==> config.mk <==
export PLATFORM = sky130hd
export DESIGN_NAME = resp_serializer
export DESIGN_NICKNAME = d
export VERILOG_FILES = /design/src/rtl/resp_serializer_pkg.sv /design/src/rtl/resp_serializer.sv
export SDC_FILE = /design/constraint.sdc
export NUM_CORES = 1
export LEC_CHECK = 0
export CAP_MARGIN = 10
export CORE_ASPECT_RATIO = 0.8
export CORE_UTILIZATION = 35
export CTS_CLUSTER_DIAMETER = 40
export DETAILED_ROUTE_END_ITERATION = 12
export GPL_ROUTABILITY_DRIVEN = 1
export SLEW_MARGIN = 20
export SYNTH_ARGS = -nofsm -noshare
export SYNTH_HDL_FRONTEND = slang
export SYNTH_SLANG_ARGS = --single-unit
==> constraint.sdc <==
create_clock -name clk -period 2.1 [get_ports clk]
set_input_delay 0.42 -clock clk [delete_from_list [all_inputs] [get_ports clk]]
set_output_delay 0.42 -clock clk [all_outputs]
set_load 0.05 [all_outputs]
==> src/rtl/resp_serializer_pkg.sv <==
// Shared constants for the response serializer: default frame size, FSM
// encoding and the response codes carried in frame payloads.
package resp_serializer_pkg;

  localparam int MSG_BYTES_DEF = 5;

  // Leading byte of a payload, as produced by the match and aux paths.
  localparam logic [7:0] RESP_HIT      = 8'h48;
  localparam logic [7:0] RESP_FINISHED = 8'h46;

  typedef enum logic [1:0] {
    ST_IDLE = 2'd0,
    ST_SEND = 2'd1,
    ST_DONE = 2'd2,
    ST_GAP  = 2'd3
  } state_t;

endpackage

==> src/rtl/resp_serializer.sv <==
// Round-robin arbiter between two response FIFOs that serializes one latched
// frame at a time, LSB byte first, onto a host UART.
module resp_serializer
  import resp_serializer_pkg::*;
#(
  parameter int MSG_BYTES = MSG_BYTES_DEF,
  parameter int CNT_W     = 16,
  localparam int MSG_W    = 8 * MSG_BYTES
) (
  input  logic             clk,
  input  logic             reset,
  input  logic [MSG_W-1:0] src0_msg,
  input  logic             src0_ready,
  output logic             src0_ack,
  input  logic [MSG_W-1:0] src1_msg,
  input  logic             src1_ready,
  output logic             src1_ack,
  output logic [7:0]       tx_byte,
  output logic             tx_req,
  input  logic             tx_busy,
  output logic [CNT_W-1:0] frame_count,
  output logic             active
);

  localparam int IDX_W = (MSG_BYTES > 1) ? $clog2(MSG_BYTES) : 1;

  state_t           state, state_nx;
  logic [MSG_W-1:0] shift;
  logic [IDX_W-1:0] idx;
  logic             grant;     // current / last granted source (1 = src1)
  logic             grant_nx;
  logic             load, issue, fire;

  always_comb begin
    state_nx = state;
    load     = 1'b0;
    issue    = 1'b0;
    fire     = 1'b0;
    // Tie goes to the source that did not win last time.
    grant_nx = (src0_ready && src1_ready) ? ~grant : src1_ready;
    case (state)
      ST_IDLE: if (src0_ready || src1_ready) begin
        load     = 1'b1;
        state_nx = ST_SEND;
      end
      // tx_req still high means the UART has not yet had a cycle to raise busy.
      ST_SEND: if (!tx_busy && !tx_req) begin
        issue = 1'b1;
        if (idx == IDX_W'(MSG_BYTES - 1)) state_nx = ST_DONE;
      end
      ST_DONE: if (!tx_busy && !tx_req) begin
        fire     = 1'b1;
        state_nx = ST_GAP;
      end
      ST_GAP:  state_nx = ST_IDLE;
      default: state_nx = ST_IDLE;
    endcase
  end

  always_ff @(posedge clk) begin
    if (reset) state <= ST_IDLE;
    else       state <= state_nx;
  end

  always_ff @(posedge clk) begin
    if (reset) begin
      grant       <= 1'b1;
      shift       <= '0;
      idx         <= '0;
      tx_byte     <= '0;
      tx_req      <= 1'b0;
      src0_ack    <= 1'b0;
      src1_ack    <= 1'b0;
      frame_count <= '0;
    end else begin
      tx_req   <= issue;
      src0_ack <= fire & ~grant;
      src1_ack <= fire & grant;
      if (load) begin
        grant <= grant_nx;
        shift <= grant_nx ? src1_msg : src0_msg;
        idx   <= '0;
      end
      if (issue) begin
        tx_byte <= shift[7:0];
        shift   <= shift >> 8;
        idx     <= idx + 1'b1;
      end
      if (fire) frame_count <= frame_count + 1'b1;
    end
  end

  assign active = (state != ST_IDLE);

endmodule

=== Word-level counts from Yosys, hierarchy flattened ===
Cells that the tools add are included.

* Bitwise gates (word level): 3
* Equality and inequality tests: 8
* $add $sub $neg: 2
* Muxes and demuxes: 16
* Reductions and logical operators: 10

{| class="wikitable"
|+ Operators by type and width
! kind !! number
|-
| two-way mux 32 bit || 2
|-
| two-way mux 40 bit || 1
|-
| adder 16 x 1 -> 16 bit (second input constant) || 1
|-
| two-way mux 2 bit || 4
|-
| inequality test 2 bit (second input constant) || 4
|-
| one-hot mux 2 bit (4 select lines) || 1
|-
| two-way mux 1 bit || 6
|-
| two-way mux 3 bit || 2
|-
| equality test 2 bit (second input constant) || 2
|-
| AND reduction 4 bit || 1
|-
| nonzero test 2 bit || 2
|-
| adder 3 x 1 -> 3 bit (second input constant) || 1
|-
| equality test 3 bit (second input constant) || 1
|-
| AND 1 bit || 2
|-
| equality test 2 x 1 -> 1 bit (second input constant) || 1
|-
| logical AND 1 bit || 2
|-
| logical NOT 1 bit || 2
|-
| logical NOT 2 bit || 1
|-
| OR reduction 2 bit || 1
|-
| logical OR 1 bit || 1
|-
| NOT 1 bit || 1
|}

* Flip-flop bits (word level): 73
* Input port bits: 85

=== Logic depth before layout (Yosys ltp) ===
Gate-level depths: netlist of run 1.

* Depth in word-level cells: 5
* Depth in mapped cells: 8

=== Worst setup path before layout of run 1 ===
Ideal clock, no wire load.

* Path type: register to register
* Start point: register frame_count[4]
* End point: register frame_count[15]
* Setup slack: 150 ps
* Period minus slack after synthesis: 1,950 ps
* Buffers on the path: 0
* Cell stages (with the launch flop): 5
* Data arrival time: 1,880 ps
* Required time: 2,030 ps
* Path through: dfxtp_1 and4_2 nand4_4 or4_1 a21oi_1

* Word-level cells in the longest chain between the ends: 1

{| class="wikitable"
|+ RTL lines
! item !! RTL line !! text
|-
| from (decl) || resp_serializer.sv:21 || <nowiki>output logic [CNT_W-1:0] frame_count,</nowiki>
|-
| from (signal assigned) || resp_serializer.sv:89 || <nowiki>if (fire) frame_count <= frame_count + 1'b1;</nowiki>
|-
| adder 16 x 1 -> 16 bit || resp_serializer.sv:89 ||
|}

Every way passes these cells.
A chain may end at the register's enable or synchronous reset.

=== Worst setup path in the final report of run 1 ===
* Start point: register frame_count[8]
* End point: output port frame_count[8]

No word-level cell between the ends.

==> metrics.md, run 1 <==
| Metric | Value |
|---|---|
| Inserted Clock Buffers | 9 |
| Fmax | 497 MHz |
| Synthesized cell area | roughly 3400 µm² |
| Pwr/cell area | 1110 nW/µm² |
| VDD IR max | just under 600 µV |
| Worst Setup End Kind | output pin |
| Worst Path Required | roughly 1.7 ns |
| Setup Skew | 0.00559 ns |
| Yosys reg bits | 73 |
| Synth cell types | 40 |
| Final GP Congestion | between 0.7 and 0.8 |
| Initial antenna violation count | 0 |
| CP startpoint kind | flip-flop |
| Layout cells sized above 1 | 0.0865 |
| Site Rows | 31 |
| CTS Sinks | 73 |
| RSZ-0062 raised after global routing | false |
| Cts hold-fix bufs | 0 |
| Leak Pwr | a little over 2 nW |
| Post-DP Area | roughly 4800 µm² |
| Mean number of vias per cell | a little over 5 |
| Post-Synthesis Net Count | 505 |
| Setup crit start | frame_count[8] |
| Port buffer count | between 100 and 150 |
| Crit path max fanout | 5 |
| CTS root buffer | clkbuf_16 |
| YS warnings | 0 |
| ANT nets after route | 0 |
| Worst-path clk slew | 0.06 ns |
| Core area | approximately 9200 µm² |
| CTS H-tree lvls | 3 |
| Finished Cell Area | 5050 µm² |
| Max-slew violation count | 0 |
| Fin crit period | about 2 ns |
| Top cell family by delay on the critical path | buffers and inverters |
| DRT Pass-1 Iters | 10 |
| Die Height | around 90 µm |
| Number of global-route vias before repair | about 3200 |
| Effective utilization at floorplan | 0.368 |
| Postcts setup bufs | 0 |
| Diode count | 0 |
| Mean routed wirelength per cell | between 10 and 15 µm |
| First-pass GRT wire length | 14900 µm |
| Post-DP HPWL | roughly 6400 µm |
| Synth area leaders | dfxtp_1, nand2_1, a22o_1 |
| Largest net degree at the start of global routing | 41 |
| Critical path's slowest cell | clkdlybuf4s50_1 |
| Violated checks | design-rule violations |
| Final non-filler cell total | between 600 and 700 |
| Hold path start | shift[1] |
| Critical Path Max Stage Delay | between 0.8 and 0.9 ns |
| Die width | about 110 µm |
| Yosys top cell by area | dfxtp_1 |
| Die area | between 10000 and 15000 µm² |
| Register area share after synthesis | 0.431 |
| Share of the synthesized area in the top cell type | 0.431 |
| R2R Path Start | state[0] |
| Status | finished with violations |
| Final period utilization | 0.958 |
| Nets@finish | a little over 600 |
| GR Util All Layers | 0.181 |
| Relative slew margins | 0.664 |
| Congestion Overflow GR | 0 |
| WHS | between 0.4 and 0.5 ns |
| Hold Fails Final Rpt | 0 |
| Setup CP Type | reg2out |
| Setup violators final | 0 |
| Top Ports | roughly 110 |
| CP Cell Sequence | clkdlybuf4s50_1 |
| Via count | 3266 |
| Hold/Removal Path Class | reg2reg |
| TNS Setup | 0 ns |
| Placed cell count | 631 |
| Worst-margin pin slew | between 0.5 and 0.6 ns |
| DRC viols | 5 |
| Clk buf depth | 2 |
| Crit path DAT | roughly 1.6 ns |
| Clk_lat worst skew | about 0.32 ns |
| Initial DRC count | roughly 180 |
| CTS tree | built |
| Synth Instances | around 410 |
| Layout area overhead | 48.9% |
| Total routed wirelength | roughly 8700 µm |
| Avg Cell Area, Syn | between 8 and 9 µm² |
| MaxCap Viol Count | 0 |
| WP buf/inv | 1 |
stage by stage:
step                total power [mW]  setup slack, ns  utilization
floorplan                       3.43            0.150            -
global route                    6.01           0.0305        0.547
detailed placement              4.18          -0.0649        0.516
finish                          5.62           0.0878        0.547
global placement                4.15          0.00774        0.516
CTS                             5.68           0.0452        0.547
cell families after synthesis:
group                    synth area share
AND/OR/NAND/NOR                     0.225
AO/OA/AOI/OAI                       0.226
flip-flops                          0.431
buffers and inverters              0.0487
multiplexers                       0.0265
XOR/XNOR                           0.0206
adder cells (fa/ha/maj)            0.0221
placed cells by master (no fill, tap or decap), drive strengths merged:
cell,Yosys,routed
clkdlybuf4s50,0,110
nand2,86,86
dfxtp,73,73
nor2,58,58
a31oi,32,32
a22o,32,32
buf,6,20
a21oi,19,19
clkbuf,23,13
a211oi,9,9
mux2i,9,9
xor2,8,8
nand3,8,8
inv,7,7
ha,6,6
o21ai,5,5
o31ai,4,4
or4,4,4
nand4,4,4
and3,3,3
or3,3,3
clkinv,0,2
nor3b,2,2
a21boi,2,2
or3b,1,1
o21a,1,1
a21bo,1,1
a22oi,1,1
o22a,1,1
o41ai,1,1
o21ba,1,1
and4bb,1,1
and4,1,1
nor3,1,1
nand3b,1,1
bufinv,0,1
dlymetal6s2s,0,1
where the power goes:
group	leakage (nW)	internal (mW)	switching, mW
Clock	0.144	0.949	0.533
Combinational	1.31	1.02	1.10
Sequential	0.599	1.78	0.241
Total	2.05	3.75	1.87
worst reg2reg max path, cell delays in order, from the launching register on:
cell and delay [ns]:
dfxtp_1 0.33, inv_1 0.08, ha_1 0.16, and4bb_1 0.29
nand3_4 0.12, or4_1 0.52, a21oi_1 0.16
cells in the mapped netlist:
| master | number |
|---|---|
| clkbuf_8 | 1 |
| nor2_1 | 57 |
| and4bb_1 | 1 |
| xor2_1 | 8 |
| a21bo_1 | 1 |
| buf_2 | 4 |
| nand3_4 | 1 |
| and3_1 | 3 |
| o21a_1 | 1 |
| o31ai_1 | 4 |
| nand2_1 | 86 |
| ha_1 | 6 |
| o41ai_1 | 1 |
| or3b_2 | 1 |
| a31oi_1 | 32 |
| nor2_2 | 1 |
| a21oi_1 | 19 |
| or4_1 | 4 |
| nand4_4 | 1 |
| dfxtp_1 | 73 |
| a21boi_0 | 1 |
| nor3b_1 | 2 |
| o21ai_0 | 5 |
| a21boi_1 | 1 |
| buf_6 | 2 |
| or3_1 | 1 |
| o21ba_2 | 1 |
| mux2i_1 | 9 |
| nand3_1 | 7 |
| o22a_2 | 1 |
| nor3_1 | 1 |
| clkbuf_1 | 22 |
| a211oi_1 | 9 |
| a22oi_1 | 1 |
| a22o_1 | 32 |
| and4_2 | 1 |
| nand3b_1 | 1 |
| nand4_1 | 3 |
| inv_1 | 7 |
| or3_2 | 2 |
metal layers:
| layer | up-vias | part of all wire | GRT usage |
|---|---|---|---|
| met2 | 79 | 0.48 | 0.302 |
| met1 | 1497 | 0.47 | 0.233 |
| met5 | - | 0 | 0 |
| met4 | 0 | 0.0039 | 0.0400 |
| met3 | 2 | 0.046 | 0.0492 |
| li1 | 1688 | - | - |
timing repair:
action	CTS	global route
endpoints found under the setup margin	0	1
gates resized for setup	0	1
endpoints found under the hold margin	0	0
worst paths after layout:
| path | to | depth (start not counted) | slack, ns |
|---|---|---|---|
| max | frame_count[8] | 1 | 0.09 |
| min | tx_byte[1] | 2 | 0.45 |
| max reg2reg | frame_count[14] | 6 | 0.37 |
| min reg2reg | tx_byte[1] | 2 | 0.45 |
flip-flops by register name, summed over array words and instances, names as in the netlist:
signal,flops
frame_count,16
grant,1
tx_byte,8
shift,40
tx_req,1
src0_ack,1
idx,3
state,2
src1_ack,1
area by class of cell:
class                           count  area (µm²)
Clock buffer                       13         250
Clock inverter                      3        40.0
Fill cell                         881        4180
Inverter                            7        26.3
Multi-Input combinational cell    305        1780
Sequential cell                    73        1460
Tap cell                          115         144
Timing Repair Buffer              131        1350
No activity file was read; power rests on OpenSTA's default activity.
==> run 2: changes to the inputs <==
--- a/config.mk
+++ b/config.mk
@@ -6,11 +6,13 @@
 export NUM_CORES = 1
 export LEC_CHECK = 0
 export CAP_MARGIN = 10
-export CORE_ASPECT_RATIO = 0.8
+export CORE_ASPECT_RATIO = 2
 export CORE_UTILIZATION = 35
 export CTS_CLUSTER_DIAMETER = 40
 export DETAILED_ROUTE_END_ITERATION = 12
 export GPL_ROUTABILITY_DRIVEN = 1
+export GPL_TIMING_DRIVEN = 0
+export SETUP_SLACK_MARGIN = 0.05
 export SLEW_MARGIN = 20
 export SYNTH_ARGS = -nofsm -noshare
 export SYNTH_HDL_FRONTEND = slang
==> metrics.md, run 2 (synthesized netlist as in run 1, its figures left out) <==
| Metric | Value |
|---|---|
| Status | complete, no violations |
| Die Height | 141 µm (+57%) |
| Post-route setup slack | 0.0953 ns (+0.00744 ns) |
| Worst-margin pin slew | 0.550 ns (+0.0480 ns) |
| Hold Fails Final Rpt | 0 (unchanged) |
| Clk buf depth | 2 (unchanged) |
| Critical path's slowest cell | clkdlybuf4s50_1 |
| Commonest non-fill, non-tap cell in the layout | clkdlybuf4s50_1 |
| Initial antenna violation count | 0 (unchanged) |
| TNS Setup | 0 ns (unchanged) |
| Post-DP HPWL | 8080 µm (+26%) |
| DRC viols | 0 (-5) |
| Top cell family by delay on the critical path | buffers and inverters |
| GR Util All Layers | 0.209 (+0.0281) |
| Congestion Overflow GR | 0 (unchanged) |
| Mean number of vias per cell | 5.24 (+3.8%) |
| CTS H-tree lvls | 3 (unchanged) |
| CTS root buffer | clkbuf_16 |
| Number of global-route vias before repair | 3409 (+7.1%) |
| Worst Setup End Kind | output pin |
| Nets@finish | 626 (+1.3%) |
| Crit path max fanout | 6 (+1) |
| Effective utilization at floorplan | 0.362 (-0.00598) |
| Setup violators final | 0 (unchanged) |
| Leak Pwr | 2.05 nW (+0.35%) |
| R2r setup slk | 0.19 ns (-0.18 ns) |
| Final non-filler cell total | 644 (-0.46%) |
| Most frequent cells in the layout | clkdlybuf4s50_1, nand2_1, dfxtp_1 |
| Initial DRC count | 124 (-30%) |
| DRT Pass-1 Iters | 4 (-6) |
| RSZ-0062 raised after global routing | true |
| Hold/Removal Path Class | in2reg |
| Largest regs | shift (40), frame_count (16), tx_byte (8) |
| Fillers | 934 (+6.0%) |
| Total power | 5.57 mW (-0.78%) |
| Site Rows | 50 (+61%) |
| Port buffer count | 111 (-0.89%) |
| Fmax | 499 MHz (+0.37%) |
| CP startpoint kind | flip-flop |
| Total routed wirelength | 10100 µm (+15%) |
| CTS tree | built |
| Top Ports | 113 (unchanged) |
| Clk_lat worst skew | 0.33 ns (about the same) |
| Critical Path Max Stage Delay | 0.84 ns (about the same) |
| Layout cells sized above 1 | 0.0722 (-0.0142) |
| Final period utilization | 0.955 (-0.00354) |
| Inserted Clock Buffers | 9 (unchanged) |
| Max-slew violation count | 0 (unchanged) |
| Diode count | 0 (unchanged) |
| Relative slew margins | 0.633 (-0.0309) |
| Final GP Congestion | 0.824 (+5.5%) |
| Layout area overhead | 45.4% |
| Die width | 71.6 µm (-36%) |
| Setup CP Type | reg2out |
| Mean routed wirelength per cell | 15.6 µm (+16%) |
| Postcts setup bufs | 0 (unchanged) |
| VDD IR max | 550 µV (-5.3%) |
| Worst Path Required | 1.68 ns (about the same) |
| Cts hold-fix bufs | 0 (unchanged) |
| Fin crit period | 2.00 ns (-0.00744 ns) |
| CP Cell Sequence | clkdlybuf4s50_1 |
| Pre-CTS setup slack | -0.364 ns (-0.299 ns) |
| Via count | 3375 (+3.3%) |
| Core area | 9380 µm² (+1.7%) |
| Max reg flops | 40 (unchanged) |
| Crit path DAT | 1.58 ns (about the same) |
| Worst-path clk slew | 0.05 ns (about the same) |
| Most flop-heavy register | shift |
| Setup Skew | 0.00786 ns (+0.00226 ns) |
| Placed cell count | 629 (-0.32%) |
| WP buf/inv | 1 (unchanged) |
| CTS Sinks | 73 (unchanged) |
| Die area | 10100 µm² (+0.21%) |
| Largest net degree at the start of global routing | 12 (-71%) |
| Pwr/cell area | 1130 nW/µm² (+1.6%) |
| First-pass GRT wire length | 16200 µm (+8.9%) |
| MaxCap Viol Count | 0 (unchanged) |
| ANT nets after route | 0 (unchanged) |
==> run 2: cell types whose count changed in the layout (fill, tap and decap cells not counted), moves of 2 or more <==
cell,delta
clkdlybuf4s50_1,-5
clkbuf_1,+12
clkbuf_2,+9
dlymetal6s2s_1,+2
buf_2,+5
dlygate4sd2_1,+2
buf_6,+2
buf_4,-13
buf_12,-7
==> run 2: worst min-delay path, delay by kind of cell <==
kind	cells	cell delay (ns)
buffers and inverters	2	0.16
AO/OA/AOI/OAI	1	0.07
==> run 2: path summary, 6_finish.rpt <==
| check | startpoint | to | cells past startpoint |
|---|---|---|---|
| worst max register to register | state[0] | frame_count[14] | 7 |
| worst min-delay path | reset | grant | 3 |
| worst min register to register | shift[3] | tx_byte[3] | 2 |
| worst max-delay path | frame_count[12] | frame_count[12] | 1 |
==> run 2: layer usage <==
metal / track usage / vias to the layer above / share of wire
li1: - / 1708 / -
met1: 0.203 / 1557 / 0.36
met2: 0.422 / 103 / 0.59
met3: 0.0348 / 7 / 0.037
met4: 0.0764 / 0 / 0.012
met5: 0 / - / 0
==> run 2: final cells by class <==
type,instances,area [µm²],area share
Multi-Input combinational cell,305,1770,0.358
Sequential cell,73,1460,0.296
Timing Repair Buffer,111,1110,0.225
Clock buffer,13,250,0.0507
Buffer,28,146,0.0297
Tap cell,104,130,0.0264
Clock inverter,3,40.0,0.00812
Inverter,7,26.3,0.00533
==> run 2: power by group <==
group	internal (mW)	switching (mW)	leakage (nW)	total, mW
Clock	0.949	0.550	0.144	1.50
Combinational	0.879	1.18	1.31	2.06
Sequential	1.78	0.231	0.599	2.01
Total	3.61	1.97	2.05	5.57
==> run 2: repair_timing <==
action | in CTS | in global routing
resized for setup | 7 | 16
endpoints found under the setup margin | 20 | 39
gates cloned | 0 | 0
==> run 2: through the flow <==
step,cell area (µm²),utilization,hold WS [ns]
floorplan,3390,-,0.430
global placement,4630,0.494,0.439
detailed placement,4630,0.494,0.444
CTS,4930,0.525,0.360
global route,4930,0.526,0.384
finish,4930,0.526,0.361
==> run 3: changes to the inputs <==
--- a/config.mk
+++ b/config.mk
@@ -9,6 +9,7 @@
 export CORE_ASPECT_RATIO = 2
 export CORE_UTILIZATION = 35
 export CTS_CLUSTER_DIAMETER = 40
+export CTS_CLUSTER_SIZE = 10
 export DETAILED_ROUTE_END_ITERATION = 12
 export GPL_ROUTABILITY_DRIVEN = 1
 export GPL_TIMING_DRIVEN = 0
==> results of run 3 <==
Same layout as run 2: the final DEF is identical, and so are final timing and power.
